**src/rtl/alu_mc_pkg.sv**
```systemverilog
// Shared definitions for the multi-cycle ALU: function codes, FSM states and
// the helper that marks the iterative (multiply/divide) codes.
package alu_pkg;

  localparam logic [3:0] ALU_ADD   = 4'd0;
  localparam logic [3:0] ALU_SUB   = 4'd1;
  localparam logic [3:0] ALU_AND   = 4'd2;
  localparam logic [3:0] ALU_OR    = 4'd3;
  localparam logic [3:0] ALU_SLL   = 4'd4;
  localparam logic [3:0] ALU_SLTU  = 4'd5;
  localparam logic [3:0] ALU_XOR   = 4'd6;
  localparam logic [3:0] ALU_SRL   = 4'd7;
  localparam logic [3:0] ALU_MUL   = 4'd8;
  localparam logic [3:0] ALU_MULHU = 4'd9;
  localparam logic [3:0] ALU_DIVU  = 4'd10;
  localparam logic [3:0] ALU_REMU  = 4'd11;

  typedef enum logic [1:0] {
    ST_IDLE = 2'd0,
    ST_BUSY = 2'd1,
    ST_DONE = 2'd2
  } state_t;

  function automatic logic is_iter(input logic [3:0] fn);
    return (fn >= ALU_MUL) && (fn <= ALU_REMU);
  endfunction

endpackage

```
**src/rtl/alu_mc_muldiv_iter.sv**
```systemverilog
// Iterative unsigned multiply (shift-add) and restoring divide, one bit per
// cycle; `done` flags the final iteration and `result` is its post-step value.
module alu_muldiv_iter #(
  parameter int WIDTH = 32,
  parameter int SH_W  = $clog2(WIDTH)
) (
  input  logic             clk,
  input  logic             rst,
  input  logic             start,
  input  logic             is_div,
  input  logic             sel_hi,
  input  logic [WIDTH-1:0] a,
  input  logic [WIDTH-1:0] b,
  output logic             done,
  output logic [WIDTH-1:0] result
);

  localparam logic [SH_W:0] CNT_INIT = (SH_W+1)'(WIDTH);
  localparam logic [SH_W:0] CNT_ONE  = (SH_W+1)'(1);

  logic [2*WIDTH-1:0] r_acc;
  logic [WIDTH-1:0]   r_opnd;
  logic [SH_W:0]      r_cnt;
  logic               r_is_div;
  logic               r_sel_hi;

  logic [2*WIDTH-1:0] w_acc_nxt;
  logic [WIDTH:0]     w_sum;
  logic [WIDTH:0]     w_shl;
  logic [WIDTH-1:0]   w_rem;
  logic               w_ge;

  // Multiply: {hi,lo} starts as {0,b}; add a into hi when lo[0] is set, then
  // shift right. Divide: {rem,quo} starts as {0,a}; shift left, trial-subtract.
  always_comb begin
    w_sum     = {1'b0, r_acc[2*WIDTH-1:WIDTH]} +
                (r_acc[0] ? {1'b0, r_opnd} : {(WIDTH+1){1'b0}});
    w_shl     = {r_acc[2*WIDTH-1:WIDTH], r_acc[WIDTH-1]};
    w_ge      = (w_shl >= {1'b0, r_opnd});
    w_rem     = w_ge ? WIDTH'(w_shl - {1'b0, r_opnd}) : w_shl[WIDTH-1:0];
    w_acc_nxt = r_is_div ? {w_rem, r_acc[WIDTH-2:0], w_ge}
                         : {w_sum, r_acc[WIDTH-1:1]};
  end

  assign done   = (r_cnt == CNT_ONE);
  assign result = r_sel_hi ? w_acc_nxt[2*WIDTH-1:WIDTH] : w_acc_nxt[WIDTH-1:0];

  always_ff @(posedge clk) begin
    if (rst) begin
      r_acc    <= '0;
      r_opnd   <= '0;
      r_cnt    <= '0;
      r_is_div <= 1'b0;
      r_sel_hi <= 1'b0;
    end else if (start) begin
      r_acc    <= {{WIDTH{1'b0}}, (is_div ? a : b)};
      r_opnd   <= is_div ? b : a;
      r_cnt    <= CNT_INIT;
      r_is_div <= is_div;
      r_sel_hi <= sel_hi;
    end else if (r_cnt != '0) begin
      r_acc <= w_acc_nxt;
      r_cnt <= r_cnt - 1'b1;
    end
  end

endmodule

```
**src/rtl/alu_mc.sv**
```systemverilog
// Multi-cycle integer ALU: single-cycle ops answer one cycle after accept,
// multiply/divide after WIDTH+1; one op in flight, held in DONE until taken.
module alu_mc
  import alu_pkg::*;
#(
  parameter int WIDTH  = 32,
  parameter int FUNC_W = 4,
  parameter int SH_W   = $clog2(WIDTH)
) (
  input  logic              clk,
  input  logic              rst,
  input  logic              in_valid,
  output logic              in_ready,
  input  logic [WIDTH-1:0]  data1,
  input  logic [WIDTH-1:0]  data2,
  input  logic [FUNC_W-1:0] func,
  output logic              out_valid,
  input  logic              out_ready,
  output logic [WIDTH-1:0]  dataout,
  output logic              zero,
  output logic              sign
);

  state_t           r_state;
  state_t           w_state_nxt;
  logic [WIDTH-1:0] r_dataout;
  logic             r_zero;
  logic             r_sign;

  logic [3:0]       w_fn;
  logic             w_accept;
  logic             w_div_op;
  logic             w_div_zero;
  logic             w_start;
  logic             w_ltu;
  logic [WIDTH-1:0] w_single;
  logic             w_iter_done;
  logic [WIDTH-1:0] w_iter_res;

  assign w_fn       = func[3:0];
  assign in_ready   = (r_state == ST_IDLE);
  assign out_valid  = (r_state == ST_DONE);
  assign w_accept   = in_valid && in_ready;
  assign w_div_op   = (w_fn == ALU_DIVU) || (w_fn == ALU_REMU);
  assign w_div_zero = w_div_op && (data2 == '0);
  assign w_start    = w_accept && is_iter(w_fn) && !w_div_zero;
  assign w_ltu      = (data1 < data2);

  // Divide-by-zero results are resolved here so they bypass the iterator.
  always_comb begin
    w_single = '0;
    case (w_fn)
      ALU_ADD:  w_single = data1 + data2;
      ALU_SUB:  w_single = data1 - data2;
      ALU_AND:  w_single = data1 & data2;
      ALU_OR:   w_single = data1 | data2;
      ALU_SLL:  w_single = data1 << data2[SH_W-1:0];
      ALU_SLTU: w_single = {{(WIDTH-1){1'b0}}, w_ltu};
      ALU_XOR:  w_single = data1 ^ data2;
      ALU_SRL:  w_single = data1 >> data2[SH_W-1:0];
      ALU_DIVU: w_single = '1;
      ALU_REMU: w_single = data1;
      default:  w_single = '0;
    endcase
  end

  alu_muldiv_iter #(
    .WIDTH (WIDTH),
    .SH_W  (SH_W)
  ) u_iter (
    .clk    (clk),
    .rst    (rst),
    .start  (w_start),
    .is_div (w_div_op),
    .sel_hi ((w_fn == ALU_MULHU) || (w_fn == ALU_REMU)),
    .a      (data1),
    .b      (data2),
    .done   (w_iter_done),
    .result (w_iter_res)
  );

  always_ff @(posedge clk) begin
    if (rst) r_state <= ST_IDLE;
    else     r_state <= w_state_nxt;
  end

  always_comb begin
    w_state_nxt = r_state;
    case (r_state)
      ST_IDLE: if (w_accept) w_state_nxt = w_start ? ST_BUSY : ST_DONE;
      ST_BUSY: if (w_iter_done) w_state_nxt = ST_DONE;
      ST_DONE: if (out_ready) w_state_nxt = ST_IDLE;
      default: w_state_nxt = ST_IDLE;
    endcase
  end

  // Result flags live with dataout so all three stay stable through DONE.
  always_ff @(posedge clk) begin
    if (rst) begin
      r_dataout <= '0;
      r_zero    <= 1'b0;
      r_sign    <= 1'b0;
    end else if (w_accept) begin
      r_sign <= w_ltu;
      if (!w_start) begin
        r_dataout <= w_single;
        r_zero    <= (w_single == '0);
      end
    end else if ((r_state == ST_BUSY) && w_iter_done) begin
      r_dataout <= w_iter_res;
      r_zero    <= (w_iter_res == '0);
    end
  end

  assign dataout = r_dataout;
  assign zero    = r_zero;
  assign sign    = r_sign;

endmodule

```
**config.mk**
```make
export PLATFORM = sky130hd
export DESIGN_NAME = alu_mc
export DESIGN_NICKNAME = d
export VERILOG_FILES = /design/src/rtl/alu_mc_pkg.sv /design/src/rtl/alu_mc_muldiv_iter.sv /design/src/rtl/alu_mc.sv
export SDC_FILE = /design/constraint.sdc
export NUM_CORES = 1
export LEC_CHECK = 0
export CORE_ASPECT_RATIO = 1.1
export CORE_UTILIZATION = 25
export CTS_BUF_LIST = sky130_fd_sc_hd__clkbuf_4 sky130_fd_sc_hd__clkbuf_8
export DETAILED_ROUTE_END_ITERATION = 12
export REMOVE_ABC_BUFFERS = 1
export SETUP_SLACK_MARGIN = 0.2
export SYNTH_ARGS = -nofsm -noshare
export SYNTH_HDL_FRONTEND = slang
export SYNTH_HIERARCHICAL = 1
export SYNTH_SLANG_ARGS = --single-unit
```
**constraint.sdc**
```tcl
create_clock -name clk -period 16.3 [get_ports clk]
set_input_delay 4.075 -clock clk [delete_from_list [all_inputs] [get_ports clk]]
set_output_delay 4.075 -clock clk [all_outputs]
set_load 0.02 [all_outputs]
```
==> results_dict.tcl, run 1 <==
set metrics [dict create \
    outcome "finished with violations" \
    failed_checks "capacitance limit, slew limit" \
    timing.critical_path.cells "buf_2 > buf_4 > mux4_2 > o21ai_1 > nor2_1 > a2111oi_0 > o221ai_1 > a221oi_1 > a211oi_1 > a21oi_1 > nor2_1" \
    critical_path.slowest_cell "sky130_fd_sc_hd__a2111oi_0" \
    largest_net_degree_at_the_start_of_global_routing 72 \
    hpwl_um 82690 \
    layout_worst_path_cycle_share 0.5555 \
    synthMuxAreaShare 0.1697 \
    path_common_cell "sky130_fd_sc_hd__nor2_1" \
    worstPathBufferInverterCount 2 \
    synth_compound_gate_area_share 0.2939 \
    post_synth_and_or_nand_nor_area_fraction 0.2002 \
    synthArstFlopShare 0 \
    synth_enable_flop_cells 0 \
    die-height_um 312.3 \
    die_footprint_mm2 0.08869 \
    htree_levels 4 \
    dpl_worst_slack_ps 6898 \
    detail_route.vias_per_cell 5.895 \
    commonest_non_fill_non_tap_cell_in_the_layout "sky130_fd_sc_hd__nor2_1" \
    finalWorstPathRequiredPeriod_ps 9054 \
    slew_violations 4 \
    distinct_cells_synth 91 \
    setup_viol_count_final 0 \
    routedWlPerCell_um 25.63 \
    clock_pin_slew_worst_setup_and_hold_paths_ps 80 \
    clock_tree_buf_depth 2 \
    totalWireLength_um 105600 \
    total_power_density_per_cell_area_mw_per_mm2 105.5 \
    fin_tns_setup_ps 0 \
    finalNetCount 3200 \
    clock_tree.root_cell "sky130_fd_sc_hd__clkbuf_8" \
    drc 0 \
    io_buffer_count 107 \
    drt_iter0_drc 2845 \
    fp.dieW_um 284.0 \
    fmax_ghz 0.1104 \
    synth-seq-cells 140 \
    clk_latency_ps 500 \
    worstPathRequired_ps 16670 \
    antenna_found_initial 2 \
    cts-resized-gates 0 \
    postSynthCellCount 3014 \
    synthesis.area_mm2 0.02188 \
    hold_viol 0 \
    initial_utilization 0.2528 \
    row_count 113 \
    drt_pre_antenna_iters 6 \
    detailroute.via_count 24282 \
    yosysWarningCount 6 \
    overflow 0 \
    cp.arrival_ps 9430 \
    placer_s_final_routability_congestion_estimate 1.055 \
    cts.sink_count 140 \
    timing.setup.critical_path_class "in -> reg" \
    worst_pin_slew_ps 1518 \
    avgSynthCellArea_um2 7.258 \
    hold_path.class "reg -> reg" \
    power.static_leakage_nw 9.028 \
    grt_setup_unrepaired "no" \
    postCtsSetupRepairBufs 0 \
    cts_hold_buffers 0 \
    layout.cells.most_common_list "sky130_fd_sc_hd__nor2_1, sky130_fd_sc_hd__a21oi_1, sky130_fd_sc_hd__nand2_1" \
    critical-path-top-delay-family "compound AO/OA/AOI/OAI gates" \
    inserted_clock_buffers 17 \
    global_route.usage.total 0.2290 \
    cts_tree "done" \
    critPathLaunchType "input port" \
    worst_ir_drop_vdd_mv 0.07071 \
    grt_first_pass_wirelength_um 153600 \
    io-pin-count 108 \
    synth_adder_area_share 0.1009 \
    power.total_mw 2.550 \
    cp_max_fo 65 \
    finClkSkew_ps 17.00 \
    finalWorstSetupSlack_ps 7246 \
    core_area_mm2 0.08653 \
    critical-path-max-stage-delay_ps 1290 \
    cap_violations 2 \
    number_of_global_route_vias_before_repair 23060 \
    max_slew_margin -0.03816 \
    drt.antenna.violating_nets 0 \
    endpoint_kind "register" \
    combinational_family_with_the_most_area_after_synthesis "compound AO/OA/AOI/OAI gates" \
    post_route_cells_drive_above_1_share 0.08022 \
    fin_worst_hold_slack_ps 454.6 \
    seq_total_area_yosys 0.1281 \
    synth_ff_type "sky130_fd_sc_hd__dfxtp_1" \
    area_growth_pct 10.52 \
    synth-xor-area-share 0.03283 \
]
==> synth_stat cells (35+ instances only) <==
cell,n,area share
sky130_fd_sc_hd__clkbuf_1,178,0.031
sky130_fd_sc_hd__mux2i_1,195,0.089
sky130_fd_sc_hd__dfxtp_1,140,0.13
sky130_fd_sc_hd__nor4_1,35,0.010
sky130_fd_sc_hd__a211oi_1,154,0.053
sky130_fd_sc_hd__nand2_1,232,0.040
sky130_fd_sc_hd__nor3_1,65,0.015
sky130_fd_sc_hd__buf_2,39,0.0089
sky130_fd_sc_hd__nand3_1,53,0.012
sky130_fd_sc_hd__a21oi_1,266,0.061
sky130_fd_sc_hd__nor2_1,337,0.058
sky130_fd_sc_hd__and2_1,41,0.012
sky130_fd_sc_hd__o21ai_0,187,0.043
sky130_fd_sc_hd__ha_1,170,0.097
sky130_fd_sc_hd__mux2_2,48,0.025
sky130_fd_sc_hd__mux4_2,48,0.049
sky130_fd_sc_hd__xnor2_1,49,0.020
sky130_fd_sc_hd__inv_1,153,0.026
==> registers in the layout, summed over array words and instances, names as in the netlist <==
signal / flops
u_iter/r_opnd: 32
u_iter/r_sel_hi: 1
dataout: 32
u_iter/r_is_div: 1
zero: 1
u_iter/r_cnt: 6
sign: 1
r_state: 2
u_iter/r_acc: 64
==> final timing paths <==
kind	start	endpoint	slack (ps)	cells past startpoint
setup / recovery	data2[1]	dataout[26]$_SDFFE_PP0P_	7250	11
hold / removal	dataout[6]$_SDFFE_PP0P_	dataout[6]$_SDFFE_PP0P_	450	2
setup reg to reg	u_iter/r_opnd[26]$_SDFFE_PP0P_	zero$_SDFFE_PP0P_	10480	17
hold reg to reg	dataout[6]$_SDFFE_PP0P_	dataout[6]$_SDFFE_PP0P_	450	2
==> worst min-delay path, cell delays in order, from the launching register on <==
cell and delay [ps]:
sky130_fd_sc_hd__dfxtp_1 310, sky130_fd_sc_hd__nand2_1 50, sky130_fd_sc_hd__a21oi_1 50
==> report_power, final <==
part           switching, mW  internal, mW
Sequential            0.0633         0.399
Combinational           1.14         0.667
Clock                  0.152         0.129
==> routing by layer <==
metal | vias to the layer above | track usage | part of all wire | wire [um]
met5 | - | 0 | 0.00014 | 15
met4 | 2 | 0.1507 | 0.076 | 8023
met3 | 340 | 0.03088 | 0.073 | 7746
met2 | 1306 | 0.3760 | 0.46 | 48230
met1 | 11596 | 0.2799 | 0.39 | 41560
li1 | 11038 | - | - | -
==> logic make-up after synthesis <==
| kind of cell | Yosys count |
|---|---|
| compound gates | 979 |
| xor+xnor | 82 |
| fa+ha+maj | 174 |
| buf+inv | 402 |
| flops | 140 |
| mux | 298 |
| simple gates | 939 |
==> layout make-up <==
| cell class | instances | area [um^2] |
|---|---|---|
| flip-flops and latches | 140 | 2806 |
| diodes | 2 | 5.005 |
| inverters | 156 | 585.6 |
| repair buffers | 167 | 1494 |
| clock buffers | 20 | 262.8 |
| multi-input cells | 2472 | 17470 |
| well taps | 1150 | 1439 |
| clock inverters | 12 | 113.9 |
| fillers | 9593 | 62350 |
==> through the flow <==
| step | utilization | std cells | cell area (um^2) |
|---|---|---|---|
| 6_report | 0.2794 | 4119 | 24180 |
| 5_1_grt | 0.2794 | 4118 | 24170 |
| 4_1_cts | 0.2794 | 4117 | 24170 |
| 3_5_place_dp | 0.2750 | 4085 | 23800 |
| 3_3_place_gp | 0.2750 | 4085 | 23800 |
| 2_1_floorplan | - | 2768 | 20830 |
Power figures use the tool's default switching activity.
==> inputs of run 2 (changes only) <==
==> constraint.sdc (replaced) <==
create_clock -name clk -period 7.5 [get_ports clk]
set_input_delay 1.875 -clock clk [delete_from_list [all_inputs] [get_ports clk]]
set_output_delay 1.875 -clock clk [all_outputs]
set_load 0.02 [all_outputs]
==> results_dict.tcl, run 2 (same netlist as run 1, synthesis figures left out) <==
set metrics [dict create \
    critPathLaunchType "input port" \
    outcome "finished clean" \
    dpl_worst_slack_ps 925.6 \
    worstPathRequired_ps 7950 \
    utilization 0.2832 \
    max_slew_margin 0.2284 \
    power.static_leakage_nw 9.229 \
    timing.critical_path.cells "clkdlybuf4s50_1 > inv_1 > ha_1 > or4_1 > nor3_1 > o21a_1 > a211oi_2 > o311a_1 > a21oi_1 > inv_1 > nor4_1 > buf_4 > nand4_1 > nor3_1 > a31o_1" \
    drt_pre_antenna_iters 6 \
    critical-path-top-delay-family "simple AND/OR/NAND/NOR gates" \
    routedWlPerCell_um 25.93 \
    layout.cells.non_filler 4152 \
    layout.cells.most_common_list "sky130_fd_sc_hd__nor2_1, sky130_fd_sc_hd__a21oi_1, sky130_fd_sc_hd__nand2_1" \
    worst_setup_path_startpoint "data1[15]" \
    endpoint_kind "register" \
    fp.dieW_um 284.0 \
    setup_viol_count_final 0 \
    clk_latency_ps 500 \
    placedCellCount 4119 \
    die-height_um 312.3 \
    drt_iter0_drc 2642 \
    cts-resized-gates 0 \
    finClkSkew_ps 24.65 \
    worst_pin_slew_ps 1153 \
    timing.setup.critical_path_class "in -> reg" \
    layout_worst_path_cycle_share 0.8326 \
    grt.busiest_layer "met2" \
    cap_violations 0 \
    registers.top_by_ff_count "u_iter/r_acc" \
    finalNetCount 3234 \
    finalWorstPathRequiredPeriod_ps 6244 \
    area_growth_pct 12.01 \
    largest_net_degree_at_the_start_of_global_routing 134 \
    hold_path.class "reg -> reg" \
    number_of_global_route_vias_before_repair 23135 \
    overflow 0 \
    post_route_cells_drive_above_1_share 0.09030 \
    core_area_mm2 0.08653 \
    antenna_found_initial 3 \
    largest_reg_flops 64 \
    io-pin-count 108 \
    drt.antenna.violating_nets 0 \
    cts_tree "done" \
    totalWireLength_um 107700 \
    initial_utilization 0.2528 \
    critical_path.slowest_cell "sky130_fd_sc_hd__clkdlybuf4s50_1" \
    clock_pin_slew_worst_setup_and_hold_paths_ps 110 \
    cp.arrival_ps 6700 \
    critical-path-max-stage-delay_ps 910 \
    fin_tns_setup_ps 0 \
    grt_setup_unrepaired "no" \
    finalWorstSetupSlack_ps 1256 \
    postCtsSetupRepairBufs 0 \
    clock_tree.root_cell "sky130_fd_sc_hd__clkbuf_8" \
    fin_worst_hold_slack_ps 458.4 \
    global_route.usage.total 0.2335 \
    placer_s_final_routability_congestion_estimate 1.041 \
    r2r_start "u_iter/r_opnd[26]$_SDFFE_PP0P_" \
    clock_tree_buf_depth 2 \
    post-route-cell-area_mm2 0.02450 \
    global_route.usage.met2 0.3922 \
    total_power_density_per_cell_area_mw_per_mm2 230.7 \
    worstPathBufferInverterCount 4 \
    hold_viol 0 \
    worst_ir_drop_vdd_mv 0.2276 \
    groute.layer.met3.usage 0.02270 \
    cp_max_fo 12 \
    detail_route.vias_per_cell 5.851 \
    row_count 113 \
    die_footprint_mm2 0.08869 \
    hold_start "dataout[19]$_SDFFE_PP0P_" \
    power.total_mw 5.654 \
    fmax_ghz 0.1601 \
    cts_hold_buffers 0 \
    commonest_non_fill_non_tap_cell_in_the_layout "sky130_fd_sc_hd__nor2_1" \
    cts.sink_count 140 \
    drc 0 \
    grt_first_pass_wirelength_um 156400 \
    postPlaceCellArea_mm2 0.02412 \
    grtUsageMet1 0.2867 \
    htree_levels 4 \
    detailroute.via_count 24293 \
    inserted_clock_buffers 17 \
    hpwl_um 85850 \
    io_buffer_count 107 \
    slew_violations 0 \
]
-- run 2: changes by cell type in the layout (fill, tap and decap cells not counted), sizes merged --
cell / change
clkbuf: -2
diode: -1
inv: +7
bufinv: -1
buf: +34
clkinvlp: -3
clkinv: -1
-- run 2: tightest hold or removal path, cell delays in order (launching register included) --
cell	delay (ps)
sky130_fd_sc_hd__dfxtp_1	330
sky130_fd_sc_hd__nand2_1	50
sky130_fd_sc_hd__a21oi_1	50
-- run 2: cell type report --
type / count / area [um^2]
diodes: 1 / 2.502
repair buffers: 201 / 1812
flip-flops and latches: 140 / 2806
clock buffers: 18 / 241.5
well taps: 1150 / 1439
inverters: 156 / 585.6
multi-input cells: 2472 / 17470
clock inverters: 14 / 143.9
fillers: 9591 / 62020
-- run 2: layer usage --
| layer | vias to the layer above | routed length, um | part of all wire |
|---|---|---|---|
| li1 | 11115 | - | - |
| met1 | 11657 | 42630 | 0.40 |
| met5 | - | 33 | 0.00031 |
| met4 | 4 | 7345 | 0.068 |
| met2 | 1224 | 50290 | 0.47 |
| met3 | 293 | 7379 | 0.069 |
-- run 2: power breakdown --
group / leakage, nW / switching [mW] / internal (mW) / total, mW
combinational: 7.89 / 2.53 / 1.50 / 4.02
sequential: 1.14 / 0.135 / 0.866 / 1.00
clock: 0.197 / 0.377 / 0.253 / 0.630
total: 9.23 / 3.04 / 2.61 / 5.65
-- run 2: final timing paths --
path / endpoint / slack [ps] / cells after the start
worst max-delay path: zero$_SDFFE_PP0P_ / 1260 / 15
worst max register to register: zero$_SDFFE_PP0P_ / 1860 / 17
worst min register to register: dataout[19]$_SDFFE_PP0P_ / 460 / 2
worst min-delay path: dataout[19]$_SDFFE_PP0P_ / 460 / 2
